===== src/rtl/seg7_pkg.sv =====
// Shared constants for the 7-segment scan controller: segment bit positions,
// the nibble-to-glyph table and the scan FSM state type.
package seg7_pkg;

  // Bit positions inside SEG = {a,b,c,d,e,f,g,dp}
  localparam int SEG_A  = 7;
  localparam int SEG_B  = 6;
  localparam int SEG_C  = 5;
  localparam int SEG_D  = 4;
  localparam int SEG_E  = 3;
  localparam int SEG_F  = 2;
  localparam int SEG_G  = 1;
  localparam int SEG_DP = 0;

  localparam logic [6:0] GLYPH_BLANK = 7'b0000000;

  // Segments a..g for nibble values 0..F
  localparam logic [6:0] GLYPH_TABLE [16] = '{
    7'b1111110, 7'b0110000, 7'b1101101, 7'b1111001,
    7'b0110011, 7'b1011011, 7'b1011111, 7'b1110000,
    7'b1111111, 7'b1111011, 7'b1110111, 7'b0011111,
    7'b1001110, 7'b0111101, 7'b1001111, 7'b1000111
  };

  typedef enum logic {
    IDLE = 1'b0,
    SCAN = 1'b1
  } scan_state_e;

endpackage


===== src/rtl/seg7_scan_ctrl_if.sv =====
// Display-side bundle of the scan controller: value/mask/enable in, COM/SEG
// pins and the frame pulse out.
interface seg7_scan_ctrl_if #(
  parameter int NUM_DIGITS = 4
) ();
  logic                      EN;
  logic [4*NUM_DIGITS-1:0]   Data_Bin;
  logic [NUM_DIGITS-1:0]     DP_Mask;
  logic [NUM_DIGITS-1:0]     COM;
  logic [7:0]                SEG;
  logic                      Frame_Done;

  modport master (
    output EN, Data_Bin, DP_Mask,
    input  COM, SEG, Frame_Done
  );

  modport slave (
    input  EN, Data_Bin, DP_Mask,
    output COM, SEG, Frame_Done
  );
endinterface


===== src/rtl/seg7_decoder.sv =====
// Combinational nibble-to-segment (a..g) decoder; values above 9 are dark
// unless HEX_MODE selects the A-F glyphs.
module seg7_decoder
  import seg7_pkg::*;
#(
  parameter int HEX_MODE = 0
) (
  input  logic [3:0] nibble,
  output logic [6:0] glyph
);

  always_comb begin
    // NOTE: every combinational output gets a default first, so no path can
    // leave it unassigned and infer a latch.
    glyph = GLYPH_TABLE[nibble];
    if (HEX_MODE == 0 && nibble > 4'd9) glyph = GLYPH_BLANK;
  end

endmodule


===== src/rtl/seg7_scan_ctrl.sv =====
// Time-multiplexed common-select 7-segment scanner with per-slot blank gap
// and frame-aligned snapshots. Define SEG7_LZ_BLANK_EN for leading-zero blanking.
module seg7_scan_ctrl
  import seg7_pkg::*;
#(
  parameter int NUM_DIGITS   = 4,
  parameter int DIV_COUNT    = 5000,
  parameter int BLANK_CYCLES = 16,
  parameter int HEX_MODE     = 0
) (
  input  logic             Sys_CLK,
  input  logic             Sys_RST,
  seg7_scan_ctrl_if.slave  bus
);

  localparam int CNT_W = $clog2(DIV_COUNT);
  localparam int IDX_W = $clog2(NUM_DIGITS);
  localparam logic [CNT_W-1:0] CNT_MAX   = CNT_W'(DIV_COUNT - 1);
  localparam logic [CNT_W-1:0] CNT_BLANK = CNT_W'(BLANK_CYCLES);
  localparam logic [IDX_W-1:0] IDX_MAX   = IDX_W'(NUM_DIGITS - 1);

  scan_state_e state_q, state_d;
  logic [CNT_W-1:0]                cnt_q;
  logic [IDX_W-1:0]                idx_q;
  logic [NUM_DIGITS-1:0][3:0]      snap_data_q;
  logic [NUM_DIGITS-1:0]           snap_dp_q;
  logic [NUM_DIGITS-1:0]           com_q, com_d;
  logic [7:0]                      seg_q, seg_d;
  logic                            frame_done_q;
  logic [6:0]                      glyph;
  logic                            scanning, slot_end, frame_end, reload;

  assign scanning  = (state_q == SCAN) && bus.EN;
  assign slot_end  = (cnt_q == CNT_MAX);
  assign frame_end = slot_end && (idx_q == IDX_MAX);
  // Snapshots load on scan entry and at every frame wrap, never mid-frame.
  assign reload    = ((state_q == IDLE) && bus.EN) || (scanning && frame_end);

  seg7_decoder #(.HEX_MODE(HEX_MODE)) u_decoder (
    .nibble (snap_data_q[idx_q]),
    .glyph  (glyph)
  );

`ifdef SEG7_LZ_BLANK_EN
  logic [NUM_DIGITS-1:0] lz_mask_q;

  // Digit k is a leading zero when it and every digit above it are zero.
  function automatic logic [NUM_DIGITS-1:0] lz_mask(input logic [NUM_DIGITS-1:0][3:0] data);
    logic [NUM_DIGITS-1:0] mask;
    logic seen;
    mask = '0;
    seen = 1'b0;
    for (int k = NUM_DIGITS - 1; k > 0; k--) begin
      seen    = seen | (data[k] != 4'd0);
      mask[k] = !seen;
    end
    return mask;
  endfunction

  always_ff @(posedge Sys_CLK) begin
    if (Sys_RST)     lz_mask_q <= '0;
    else if (reload) lz_mask_q <= lz_mask(bus.Data_Bin);
  end
`endif

  always_ff @(posedge Sys_CLK) begin
    if (Sys_RST) state_q <= IDLE;
    else         state_q <= state_d;
  end

  always_comb begin
    state_d = state_q;
    case (state_q)
      IDLE:    if (bus.EN)  state_d = SCAN;
      SCAN:    if (!bus.EN) state_d = IDLE;
      default: state_d = IDLE;
    endcase
  end

  always_comb begin
    com_d = '0;
    seg_d = '0;
    if (state_q == SCAN && cnt_q >= CNT_BLANK) begin
      com_d                = NUM_DIGITS'(1) << idx_q;
      seg_d[SEG_A:SEG_G]   = glyph;
      seg_d[SEG_DP]        = snap_dp_q[idx_q];
`ifdef SEG7_LZ_BLANK_EN
      if (lz_mask_q[idx_q]) seg_d[SEG_A:SEG_G] = GLYPH_BLANK;
`endif
    end
  end

  always_ff @(posedge Sys_CLK) begin
    // NOTE: non-blocking assignments so every register here samples the
    // pre-edge values of the others, independent of statement order.
    if (Sys_RST) begin
      cnt_q        <= '0;
      idx_q        <= '0;
      // NOTE: the snapshots are a handful of flops, not a RAM, so they take
      // the reset like the rest of the state.
      snap_data_q  <= '0;
      snap_dp_q    <= '0;
      com_q        <= '0;
      seg_q        <= '0;
      frame_done_q <= 1'b0;
    end else begin
      com_q        <= com_d;
      seg_q        <= seg_d;
      frame_done_q <= scanning && frame_end;
      if (reload) begin
        snap_data_q <= bus.Data_Bin;
        snap_dp_q   <= bus.DP_Mask;
      end
      if (scanning) begin
        if (!slot_end) begin
          cnt_q <= cnt_q + 1'b1;
        end else begin
          cnt_q <= '0;
          idx_q <= frame_end ? '0 : idx_q + 1'b1;
        end
      end else begin
        cnt_q <= '0;
        idx_q <= '0;
      end
    end
  end

  assign bus.COM        = com_q;
  assign bus.SEG        = seg_q;
  assign bus.Frame_Done = frame_done_q;

endmodule


===== src/flat_wrapper.sv =====
// flat-port wrapper written by rule: the top's interface ports become plain ports
module seg7_scan_ctrl_flat import seg7_pkg::*;
#(
  parameter int NUM_DIGITS   = 4,
  parameter int DIV_COUNT    = 5000,
  parameter int BLANK_CYCLES = 16,
  parameter int HEX_MODE     = 0
)
  (Sys_CLK, Sys_RST, bus_EN, bus_Data_Bin, bus_DP_Mask, bus_COM, bus_SEG, bus_Frame_Done);
  seg7_scan_ctrl_if #(.NUM_DIGITS(NUM_DIGITS)) bus_i ();
  input  logic Sys_CLK;
  input  logic Sys_RST;
  input wire logic [$bits(bus_i.EN)-1:0] bus_EN;
  input wire logic [$bits(bus_i.Data_Bin)-1:0] bus_Data_Bin;
  input wire logic [$bits(bus_i.DP_Mask)-1:0] bus_DP_Mask;
  output wire logic [$bits(bus_i.COM)-1:0] bus_COM;
  output wire logic [$bits(bus_i.SEG)-1:0] bus_SEG;
  output wire logic [$bits(bus_i.Frame_Done)-1:0] bus_Frame_Done;
  assign bus_i.EN = bus_EN;
  assign bus_i.Data_Bin = bus_Data_Bin;
  assign bus_i.DP_Mask = bus_DP_Mask;
  assign bus_COM = bus_i.COM;
  assign bus_SEG = bus_i.SEG;
  assign bus_Frame_Done = bus_i.Frame_Done;
  seg7_scan_ctrl #(.NUM_DIGITS(NUM_DIGITS), .DIV_COUNT(DIV_COUNT), .BLANK_CYCLES(BLANK_CYCLES), .HEX_MODE(HEX_MODE)) u_core (.Sys_CLK(Sys_CLK), .Sys_RST(Sys_RST), .bus(bus_i));
endmodule

===== config.mk =====
export PLATFORM = sky130hd
export DESIGN_NAME = seg7_scan_ctrl_flat
export DESIGN_NICKNAME = d
export VERILOG_FILES = /design/src/rtl/seg7_pkg.sv /design/src/rtl/seg7_scan_ctrl_if.sv /design/src/rtl/seg7_decoder.sv /design/src/rtl/seg7_scan_ctrl.sv /design/src/flat_wrapper.sv
export SDC_FILE = /design/constraint.sdc
export NUM_CORES = 1
export LEC_CHECK = 0
export CAP_MARGIN = 15
export CORE_MARGIN = 1
export CORE_UTILIZATION = 30
export CTS_BUF_LIST = sky130_fd_sc_hd__clkbuf_4 sky130_fd_sc_hd__clkbuf_8
export CTS_CLUSTER_SIZE = 20
export DETAILED_ROUTE_END_ITERATION = 10
export DONT_BUFFER_PORTS = 1
export HOLD_SLACK_MARGIN = 0.05
export PLACE_DENSITY_LB_ADDON = 0.05
export SLEW_MARGIN = 40
export SYNTH_ARGS = -nofsm -noshare
export SYNTH_HDL_FRONTEND = slang
export SYNTH_HIERARCHICAL = 1
export SYNTH_SLANG_ARGS = --single-unit

===== constraint.sdc =====
create_clock -name Sys_CLK -period 4.9 [get_ports Sys_CLK]
set_input_delay 0.245 -clock Sys_CLK [delete_from_list [all_inputs] [get_ports Sys_CLK]]
set_output_delay 0.245 -clock Sys_CLK [all_outputs]
set_load 0.05 [all_outputs]

==> metrics.cfg, run 1 <==
[grt]
initial_antenna_violation_count=0
grt_pass1_wl_um=7560
grt_start_max_net_pins=22
tot_gr_track_use_pct=13.0
via_count_of_the_first_global_routing_pass=1538
total_gr_overflow=0

[sta]
fin_crit_ns=2.30
worst_slew_pin_slew_ns=0.746
rsz_0062_raised_after_global_routing=false
hold_violation_total_from_the_final_report=0
timing.final.setup_violations=0
final-max-slew-violation-count=0
finalCritPeriodShare_pct=47.0
hold_ws_ns=0.0919
maximum_clock_frequency_ghz=0.434
worst_case_clock_skew_ns=0.00877
timing.slew.headroom_pct=50.1
totalNegativeSetupSlack_ns=0

[logic_synthesis]
number_of_enable_flip_flop_cells_after_synthesis=0
synth.cell_area_um2=2220
synthArstFlopShare_pct=0
ys_types=46
synth_xor_area_share_pct=4.34
synthMostInstantiatedCell=sky130_fd_sc_hd__dfxtp_1
synthSimpleGateAreaFrac_pct=21.5
post_synth_net_total=252
synth.avg_cell_area_um2=10.0
main_combinational_cell_family_by_area_after_synthesis=simple AND/OR/NAND/NOR gates
synth_compound_area_share_pct=5.92
synth_seq_area_share_pct=44.2
post_synth_inst_count=221
synth_top_cells_by_count=sky130_fd_sc_hd__dfxtp_1 (49), sky130_fd_sc_hd__nor2_1 (40), sky130_fd_sc_hd__mux2i_1 (21)
ys_seq_elements=49
share_of_synthesized_cell_area_in_full_adder_half_adder_and_majority_cells_pct=4.51
post-synth-top-area-cell=sky130_fd_sc_hd__dfxtp_1
synth.area.mux_share_pct=14.5
synthTopCellsByArea=sky130_fd_sc_hd__dfxtp_1 (44%), sky130_fd_sc_hd__mux2i_1 (9.5%), sky130_fd_sc_hd__nor2_1 (6.8%), sky130_fd_sc_hd__mux4_2 (5.1%), sky130_fd_sc_hd__ha_1 (4.5%)
synth_ff_type=sky130_fd_sc_hd__dfxtp_1
yosysTopAreaCellShare_pct=44.2
synthesis.yosys.warnings=6

[power]
powerDensity_nw_per_um2=299
ir_drop_uv=128
p_leak_nw=0.915

[floorplan]
floorplan.rows=30
die-height_um=88.0
floorplan.initialDensity_pct=31.8
core_area_um2=6980
design.die.area_um2=7750
die_x_um=88.0
io_pins=36

[placed_design]
dp_hpwl_um=3190
number_of_buffers_inserted_by_port_buffering=0
place_congestion=0.757

[drt]
via_per_inst=4.62
routed_wire_length_per_instance_um=13.7
route.final.wire_length_um=4340
route.antenna.remaining_nets=0
drt_drc_violations_left=0
detail_route.iter0.violations=67
vias=1461
first_pass_iteration_count_of_the_detailed_router=4

[clock_tree]
clock_insertion_delay_worst_skew_ns=0.29
htree_levels=2
clock_sinks=49
cts-hold-fix-buffers=1
cts_buffers=5
postCtsSetupBuffers=0
cts.path.max_buffers=2
clk_pin_slew_ns=0.09
ctsResizeCount=0
cts_tree=built
cts-root-buf=sky130_fd_sc_hd__clkbuf_8

[worst_setup_path]
worstSetupStartpointType=flop
crit_path_end_kind=flop
worst_ep_required_time_ns=5.13
worstPathArrival_ns=2.54
path_max_fanout=12
worst-setup-path-type=reg -> reg

[finish]
nets=251
fraction_of_layout_instances_using_a_drive_strength_above_1_pct=12.3
antenna_cells=0
fillCellCount=757
layout-area-overhead-vs-synth_pct=7.33

[hold_path]
hold_path_class=in -> reg

[job]
max_cap_violations=0

[run_status]
run_status=completed

==> area by class of cell <==
cell class,instances,area [um2],share of cell area [%]
clock buffer,6,82.6,3.47
clock inverter,1,7.51,0.315
inverter,9,38.8,1.63
multi-input combinational,153,1130,47.6
sequential,49,981,41.2
tap,96,120,5.04
timing repair buffer,2,17.5,0.735
==> logic make-up (layout without fill, tap and decap cells) <==
family,after synthesis,count (layout)
AOI/OAI and AO/OA,17,17
xor gates and xnor gates,11,11
adders and majority gates,8,8
buffers and inverters,19,18
DFF,49,49
muxes,26,26
and+or+nand+nor,91,91
==> sequential cells by signal, indices dropped and copies added, names as in the netlist <==
signal and count:
u_core/bus.COM 4, u_core/bus.Frame_Done 1, u_core/bus.SEG 8, u_core/cnt_q 13
u_core/idx_q 2, u_core/snap_data_q 16, u_core/snap_dp_q 4, u_core/state_q 1
==> critical path, stage by stage (launching register included) <==
cell and delay (ns):
sky130_fd_sc_hd__dfxtp_1 0.67, sky130_fd_sc_hd__mux4_2 0.63, sky130_fd_sc_hd__inv_1 0.14, sky130_fd_sc_hd__ha_1 0.27, sky130_fd_sc_hd__inv_2 0.06, sky130_fd_sc_hd__o21ai_0 0.21
sky130_fd_sc_hd__a211o_1 0.15, sky130_fd_sc_hd__and2_1 0.10
==> through the flow <==
stage / setup WS [ns] / cell area, um2 / total power [mW] / instances / utilization, %
floorplan: 2.78 / 2220 / 0.472 / 221 / -
CTS: 2.59 / 2380 / 0.724 / 316 / 34.1
global route: 2.41 / 2380 / 0.753 / 316 / 34.1
global placement: 2.70 / 2280 / 0.475 / 308 / 32.6
detailed placement: 2.61 / 2280 / 0.477 / 308 / 32.7
finish: 2.60 / 2380 / 0.711 / 316 / 34.1
==> path summary, 6_finish.rpt <==
| kind | cells after the start | to | slack (ns) | startpoint |
|---|---|---|---|---|
| max | 7 | u_core/bus.SEG[7]$_SDFF_PP0_ | 2.60 | u_core/idx_q[0]$_SDFFE_PP0P_ |
| min | 2 | u_core/snap_data_q[8]$_SDFFE_PP0P_ | 0.09 | bus_Data_Bin[8] |
| max reg2reg | 7 | u_core/bus.SEG[7]$_SDFF_PP0_ | 2.60 | u_core/idx_q[0]$_SDFFE_PP0P_ |
| min reg2reg | 1 | u_core/cnt_q[0]$_SDFF_PP0_ | 0.48 | u_core/cnt_q[0]$_SDFF_PP0_ |
==> power breakdown <==
| part | switching [mW] | internal, mW | total, mW |
|---|---|---|---|
| registers | 0.00581 | 0.408 | 0.414 |
| clock network | 0.129 | 0.112 | 0.241 |
| logic | 0.0303 | 0.0257 | 0.0560 |
==> routing by layer <==
layer  up-vias  track usage, %  wire [um]
met5         -               0          0
met4         0            4.40         29
met3         2            3.49        223
met2        33            21.2       1930
met1       677            16.6       2160
li1        749               -          -
==> cells in the final DEF (no fill, tap or decap), types with 2 or more instances in the layout <==
| cell type | Yosys | final |
|---|---|---|
| sky130_fd_sc_hd__a21oi_1 | 4 | 4 |
| sky130_fd_sc_hd__and2_1 | 10 | 10 |
| sky130_fd_sc_hd__and3_1 | 2 | 2 |
| sky130_fd_sc_hd__clkbuf_8 | 0 | 6 |
| sky130_fd_sc_hd__dfxtp_1 | 49 | 49 |
| sky130_fd_sc_hd__ha_1 | 8 | 8 |
| sky130_fd_sc_hd__inv_1 | 7 | 7 |
| sky130_fd_sc_hd__mux2i_1 | 21 | 21 |
| sky130_fd_sc_hd__mux4_2 | 5 | 5 |
| sky130_fd_sc_hd__nand2_1 | 13 | 13 |
| sky130_fd_sc_hd__nand3_1 | 2 | 2 |
| sky130_fd_sc_hd__nand4_1 | 3 | 3 |
| sky130_fd_sc_hd__nor2_1 | 40 | 40 |
| sky130_fd_sc_hd__nor2b_1 | 2 | 2 |
| sky130_fd_sc_hd__nor3_1 | 5 | 5 |
| sky130_fd_sc_hd__nor3_2 | 2 | 2 |
| sky130_fd_sc_hd__o21ai_0 | 2 | 2 |
| sky130_fd_sc_hd__o21ai_1 | 2 | 2 |
| sky130_fd_sc_hd__xnor2_1 | 8 | 8 |
| sky130_fd_sc_hd__xor2_1 | 3 | 3 |
Note: power is estimated with default switching activity, not from simulation.
==> run 2, diff against run 1 <==
==> constraint.sdc (replaced) <==
create_clock -name Sys_CLK -period 1.95 [get_ports Sys_CLK]
set_input_delay 0.0975 -clock Sys_CLK [delete_from_list [all_inputs] [get_ports Sys_CLK]]
set_output_delay 0.0975 -clock Sys_CLK [all_outputs]
set_load 0.05 [all_outputs]
==> run 2 against run 1 <==
  * Setup slack worse by 2.5 ns
  * Critical endpoint unchanged
  * Non-clock buffer count rose by 31
  * Register-to-register slack worse by 2.5 ns
  * Clock power increased to 2.6 times the previous value
  * Largest cell class unchanged
==> metrics.cfg, run 2 (same netlist as run 1, synthesis figures left out) <==
[worst_setup_path]
worstSetupStartpointType=flop
path_max_fanout=5  ; -7
worst_ep_required_time_ns=2.14  ; -2.99 ns
critical-path-slowest-cell=sky130_fd_sc_hd__mux4_2
worst-setup-path-type=reg -> reg
worstPathArrival_ns=2.05  ; -0.49 ns
crit_path_end_kind=flop
worstPathCellList=mux4_2 -> inv_2 -> ha_2 -> nor2_1 -> a211o_1 -> and2_1
critical-path-max-stage-delay_ns=0.57  ; -0.10 ns

[sta]
timing.final.setup_violations=0  ; unchanged
worst_slew_pin_slew_ns=0.759  ; +0.0124 ns
hold_ws_ns=0.125  ; +0.0330 ns
hold_violation_total_from_the_final_report=0  ; unchanged
worst_case_clock_skew_ns=0.00297  ; -0.00580 ns
rsz_0062_raised_after_global_routing=false
final-max-slew-violation-count=0  ; unchanged
maximum_clock_frequency_ghz=0.539  ; +24%
finalCritPeriodShare_pct=95.1  ; +48 points
timing.slew.headroom_pct=49.3  ; -0.83 points
fin_crit_ns=1.85  ; -0.450 ns

[drt]
vias=1569  ; +7.4%
routed_wire_length_per_instance_um=13.3  ; -3.2%
first_pass_iteration_count_of_the_detailed_router=3  ; -1
via_per_inst=4.51  ; -2.5%
detail_route.iter0.violations=48  ; -28%
route.final.wire_length_um=4620  ; +6.6%
drt_drc_violations_left=0  ; unchanged
route.antenna.remaining_nets=0  ; unchanged

[hold_path]
hold_path_class=in -> reg

[finish]
nets=282  ; +12%
area.sequential_um2=988  ; +0.77%
fin_area_um2=2700  ; +13%
layout_common_cells=sky130_fd_sc_hd__dfxtp_1 (47), sky130_fd_sc_hd__nor2_1 (40), sky130_fd_sc_hd__dlygate4sd3_1 (22), sky130_fd_sc_hd__mux2i_1 (21), sky130_fd_sc_hd__nand2_1 (12)
max_flop_register=u_core/snap_data_q
layout_commonest_cell=sky130_fd_sc_hd__dfxtp_1
layout-area-overhead-vs-synth_pct=21.7
multi_input_area_um2=1140  ; +0.66%
largest_register_ffs=16  ; unchanged
antenna_cells=0  ; unchanged
fraction_of_layout_instances_using_a_drive_strength_above_1_pct=17.9  ; +5.6 points
fillCellCount=722  ; -4.6%

[floorplan]
die_x_um=88.0  ; unchanged
die-height_um=88.0  ; unchanged
core_area_um2=6980  ; unchanged
design.die.area_um2=7750  ; unchanged
floorplan.initialDensity_pct=31.8  ; unchanged
io_pins=36  ; unchanged
floorplan.rows=30  ; unchanged

[grt]
grt_pass1_wl_um=7780  ; +3.0%
initial_antenna_violation_count=0  ; unchanged
total_gr_overflow=0  ; unchanged
tot_gr_track_use_pct=13.2  ; +0.21 points
grt_start_max_net_pins=22  ; unchanged
via_count_of_the_first_global_routing_pass=1657  ; +7.7%

[placed_design]
number_of_buffers_inserted_by_port_buffering=0  ; unchanged
dp_hpwl_um=3300  ; +3.3%
placement.cell_area_um2=2350  ; +2.9%
place_congestion=0.765  ; +1.0%

[clock_tree]
clock_insertion_delay_worst_skew_ns=0.29  ; about the same
cts-root-buf=sky130_fd_sc_hd__clkbuf_8
htree_levels=2  ; unchanged
clock_sinks=49  ; unchanged
clk_pin_slew_ns=0.09  ; about the same
cts.path.max_buffers=2  ; unchanged
cts_tree=built
cts_buffers=5  ; unchanged

[run_status]
run_status=completed

[power]
powerDensity_nw_per_um2=684  ; +130%
ir_drop_uv=277  ; +120%
p_leak_nw=1.07  ; +17%
p_total_mw=1.85  ; +160%

[job]
max_cap_violations=0  ; unchanged

-- run 2: worst paths after layout --
path                            cells past startpoint                    startpoint  slack (ns)                           end
worst min register to register                      1    u_core/cnt_q[0]$_SDFF_PP0_        0.49    u_core/cnt_q[0]$_SDFF_PP0_
worst max register to register                      6  u_core/idx_q[0]$_SDFFE_PP0P_         0.1  u_core/bus.SEG[7]$_SDFF_PP0_
worst max-delay path                                6  u_core/idx_q[0]$_SDFFE_PP0P_         0.1  u_core/bus.SEG[7]$_SDFF_PP0_
worst min-delay path                                4                       Sys_RST        0.12  u_core/bus.COM[2]$_SDFF_PP0_
-- run 2: routing by layer --
layer | track usage (%) | vias to the layer above | routed length, um
li1 | - | 811 | -
met2 | 22.9 | 27 | 2220
met1 | 15.9 | 726 | 2190
met3 | 3.20 | 5 | 165
met4 | 4.55 | 0 | 47
met5 | 0 | - | 0
-- run 2: area by class of cell --
| class | count | area share, % |
|---|---|---|
| multi-input combinational | 153 | 42.3 |
| sequential | 49 | 36.6 |
| timing repair buffer | 33 | 11.7 |
| tap | 96 | 4.45 |
| clock buffer | 6 | 3.06 |
| inverter | 9 | 1.44 |
| clock inverter | 2 | 0.509 |
-- run 2: what timing repair did --
action	CTS	global route
hold buffers	22	0
hold endpoints to repair	24	0
setup buffers	0	2
setup endpoints to repair	3	26
resized for setup	2	7
pin swaps	0	1
-- run 2: where the power goes --
part	switching (mW)	internal, mW	leakage, nW
clock network	0.333	0.288	0.0512
registers	0.0154	1.02	0.400
logic	0.0861	0.102	0.616
-- run 2: metrics by stage --
step	setup slack, ns	TNS, ns	util, %	instances
2_1_floorplan	0.000520	0	-	221
3_3_place_gp	0.0239	0	33.6	316
3_5_place_dp	-0.0251	-0.0466	33.6	316
4_1_cts	0.00278	0	38.2	346
5_1_grt	0.00649	0	38.7	348
6_report	0.0963	0	38.7	348
-- run 2: critical path, delay by kind of cell (launching register included) --
family,cells,cell delay (ns)
compound gates,1,0.25
fa+ha+maj,1,0.23
buf+inv,1,0.12
flops,1,0.39
mux,1,0.57
simple gates,2,0.20
==> run 3, diff against run 2 <==
--- a/config.mk
+++ b/config.mk
@@ -6,6 +6,8 @@
 export NUM_CORES = 1
 export LEC_CHECK = 0
 export CAP_MARGIN = 15
+export CELL_PAD_IN_SITES_DETAIL_PLACEMENT = 1
+export CELL_PAD_IN_SITES_GLOBAL_PLACEMENT = 1
 export CORE_MARGIN = 1
 export CORE_UTILIZATION = 30
 export CTS_BUF_LIST = sky130_fd_sc_hd__clkbuf_4 sky130_fd_sc_hd__clkbuf_8
==> run 3 against run 2 <==
  * Critical path type unchanged
  * Sequential share of layout area down 1.3 points
  * Global-route usage up 1.4 points
  * Core utilization up 1.3 points
  * Power up 0.66%
  * Critical endpoint is now u_core/bus.SEG[2]$_SDFF_PP0_
  * Critical path depth up 1
  * Count of clock-buffer cells in the layout unchanged
  * Hold slack better by 0.0033 ns
  * Register-to-register slack about the same
  * Setup slack worse by 0.015 ns
==> metrics.cfg, run 3 (same netlist as run 1, synthesis figures left out) <==
[sta]
timing.slew.headroom_pct=46.5  ; -2.8 points
hold_violation_total_from_the_final_report=0  ; unchanged
hold_ws_ns=0.128  ; +0.00335 ns
timing.final.setup_violations=0  ; unchanged
maximum_clock_frequency_ghz=0.535  ; -0.80%
fin_crit_ns=1.87  ; +0.0149 ns
worst_case_clock_skew_ns=0.00825  ; +0.00528 ns
final-max-slew-violation-count=0  ; unchanged
worst_slew_pin_slew_ns=0.800  ; +0.0416 ns
finalCritPeriodShare_pct=95.8  ; +0.76 points

[worst_setup_path]
worstSetupStartpointType=flop
crit_path_end_kind=flop
timing.rr.start=u_core/idx_q[1]$_SDFFE_PP0P_
worst-setup-path-type=reg -> reg
worstPathArrival_ns=2.12  ; +0.07 ns
path_max_fanout=3  ; -2
worst_ep_required_time_ns=2.20  ; +0.06 ns
critPathLaunch=u_core/idx_q[1]$_SDFFE_PP0P_

[power]
seq_power_share_pct=56.0  ; -0.2 points
p_total_mw=1.86  ; +0.66%
ir_drop_uv=232  ; -16%
powerDensity_nw_per_um2=666  ; -2.6%
p_clk_share_pct=32.3  ; -1.3 points
p_leak_nw=1.08  ; +1.2%
comb_power_share_pct=11.8  ; +1.6 points
net-switching-power_mw=0.436  ; +0.31%
sw_frac_of_total_pct=23.4  ; -0.081 points
cell_int_power_mw=1.42  ; +0.76%

[clock_tree]
cts_tree=built
cts.path.max_buffers=2  ; unchanged
clock_insertion_delay_worst_skew_ns=0.30  ; about the same
clock_sinks=49  ; unchanged
htree_levels=2  ; unchanged
cts-root-buf=sky130_fd_sc_hd__clkbuf_8
cts_buffers=5  ; unchanged
clk_pin_slew_ns=0.09  ; about the same

[drt]
route.final.wire_length_um=5310  ; +15%
routed_wire_length_per_instance_um=15.3  ; +15%
drt_drc_violations_left=0  ; unchanged
first_pass_iteration_count_of_the_detailed_router=4  ; +1
via_per_inst=4.63  ; +2.6%
route.antenna.remaining_nets=0  ; unchanged
detail_route.iter0.violations=49  ; +2.1%
vias=1610  ; +2.6%

[run_status]
run_status=completed

[grt]
initial_antenna_violation_count=0  ; unchanged
tot_gr_track_use_pct=14.6  ; +1.4 points
grt_pass1_wl_um=8360  ; +7.3%
grt_start_max_net_pins=22  ; unchanged
via_count_of_the_first_global_routing_pass=1710  ; +3.2%
total_gr_overflow=0  ; unchanged

[finish]
max_flop_register=u_core/snap_data_q
fin_area_um2=2790  ; +3.3%
post_layout_nonfiller_instances=348  ; unchanged
fraction_of_layout_instances_using_a_drive_strength_above_1_pct=19.0  ; +1.2 points
nets=283  ; +0.35%
largest_register_ffs=16  ; unchanged
antenna_cells=0  ; unchanged
layout-area-overhead-vs-synth_pct=25.8
postLayoutCoreUtil_pct=40.0  ; +1.3 points
layout_common_cells=sky130_fd_sc_hd__dfxtp_1 (47), sky130_fd_sc_hd__nor2_1 (40), sky130_fd_sc_hd__dlygate4sd3_1 (22), sky130_fd_sc_hd__mux2i_1 (21), sky130_fd_sc_hd__nand2_1 (12)
layout_commonest_cell=sky130_fd_sc_hd__dfxtp_1

[floorplan]
design.die.area_um2=7750  ; unchanged
floorplan.rows=30  ; unchanged
core_area_um2=6980  ; unchanged
io_pins=36  ; unchanged
die_x_um=88.0  ; unchanged
floorplan.initialDensity_pct=31.8  ; unchanged
die-height_um=88.0  ; unchanged

[placed_design]
number_of_buffers_inserted_by_port_buffering=0  ; unchanged
dp_hpwl_um=3640  ; +10%
placement.cell_area_um2=2330  ; -0.64%
placedCellCount=314  ; -0.63%
place_congestion=0.804  ; +5.0%

[hold_path]
hp-start=Sys_RST
hold_path_class=in -> reg

[job]
max_cap_violations=0  ; unchanged

[run 3: cell count changes in the layout (fill, tap and decap cells not counted), moves of 2 or more]
cell / previous run / this run
sky130_fd_sc_hd__ha_4: 0 / 3
sky130_fd_sc_hd__buf_6: 0 / 3
sky130_fd_sc_hd__inv_4: 0 / 2
sky130_fd_sc_hd__ha_1: 6 / 3
sky130_fd_sc_hd__buf_4: 10 / 7
sky130_fd_sc_hd__inv_2: 3 / 1
[run 3: final timing paths]
check	slack, ns	endpoint	cells after the start
worst max-delay path	0.08	u_core/bus.SEG[2]$_SDFF_PP0_	7
worst min-delay path	0.13	u_core/bus.COM[2]$_SDFF_PP0_	4
worst max register to register	0.08	u_core/bus.SEG[2]$_SDFF_PP0_	7
worst min register to register	0.46	u_core/cnt_q[0]$_SDFF_PP0_	1
[run 3: worst max-delay path: stages (launching register included)]
cell	delay, ns
sky130_fd_sc_hd__dfxtp_2	0.35
sky130_fd_sc_hd__mux4_2	0.58
sky130_fd_sc_hd__buf_4	0.17
sky130_fd_sc_hd__ha_1	0.22
sky130_fd_sc_hd__and2b_1	0.22
sky130_fd_sc_hd__a21oi_1	0.04
sky130_fd_sc_hd__o21ai_1	0.10
sky130_fd_sc_hd__and2_1	0.12
[run 3: routing by layer]
| layer | GRT usage (%) | wire length [um] | vias up |
|---|---|---|---|
| met2 | 27.0 | 2960 | 17 |
| met3 | 2.73 | 113 | 0 |
| met4 | 6.60 | 0 | 0 |
| li1 | - | - | 810 |
| met5 | 0 | 0 | - |
| met1 | 16.1 | 2240 | 783 |
[run 3: cell type report]
cell class | count | area, um2
Tap cell | 96 | 120
Timing Repair Buffer | 34 | 352
Clock buffer | 6 | 82.6
Multi-Input combinational cell | 153 | 1200
Inverter | 9 | 43.8
Clock inverter | 1 | 7.51
Sequential cell | 49 | 986
Fill cell | 815 | 4190
[run 3: stage by stage]
stage	worst slack (ns)	setup TNS, ns
3_5_place_dp	-0.00611	-0.00611
2_1_floorplan	0.000520	0
4_1_cts	0.00845	0
3_3_place_gp	0.0600	0
6_report	0.0815	0
5_1_grt	-0.00906	-0.00906
[run 3: what timing repair did]
item	in CTS	in global routing
setup endpoints to repair	1	23
hold buffers	22	0
setup buffers	0	3
resized for setup	4	15
hold endpoints to repair	23	0
cloned	0	2
pin swaps	0	2
[run 3: power by group through the flow]
stage | combinational, mW | sequential [mW] | clock [mW]
final | 0.219 | 1.04 | 0.600
after global routing | 0.241 | 1.04 | 0.678
after CTS | 0.189 | 1.04 | 0.635
after detailed placement | 0.145 | 1.07 | 0
after global placement | 0.138 | 1.07 | 0
after floorplan | 0.128 | 1.06 | 0
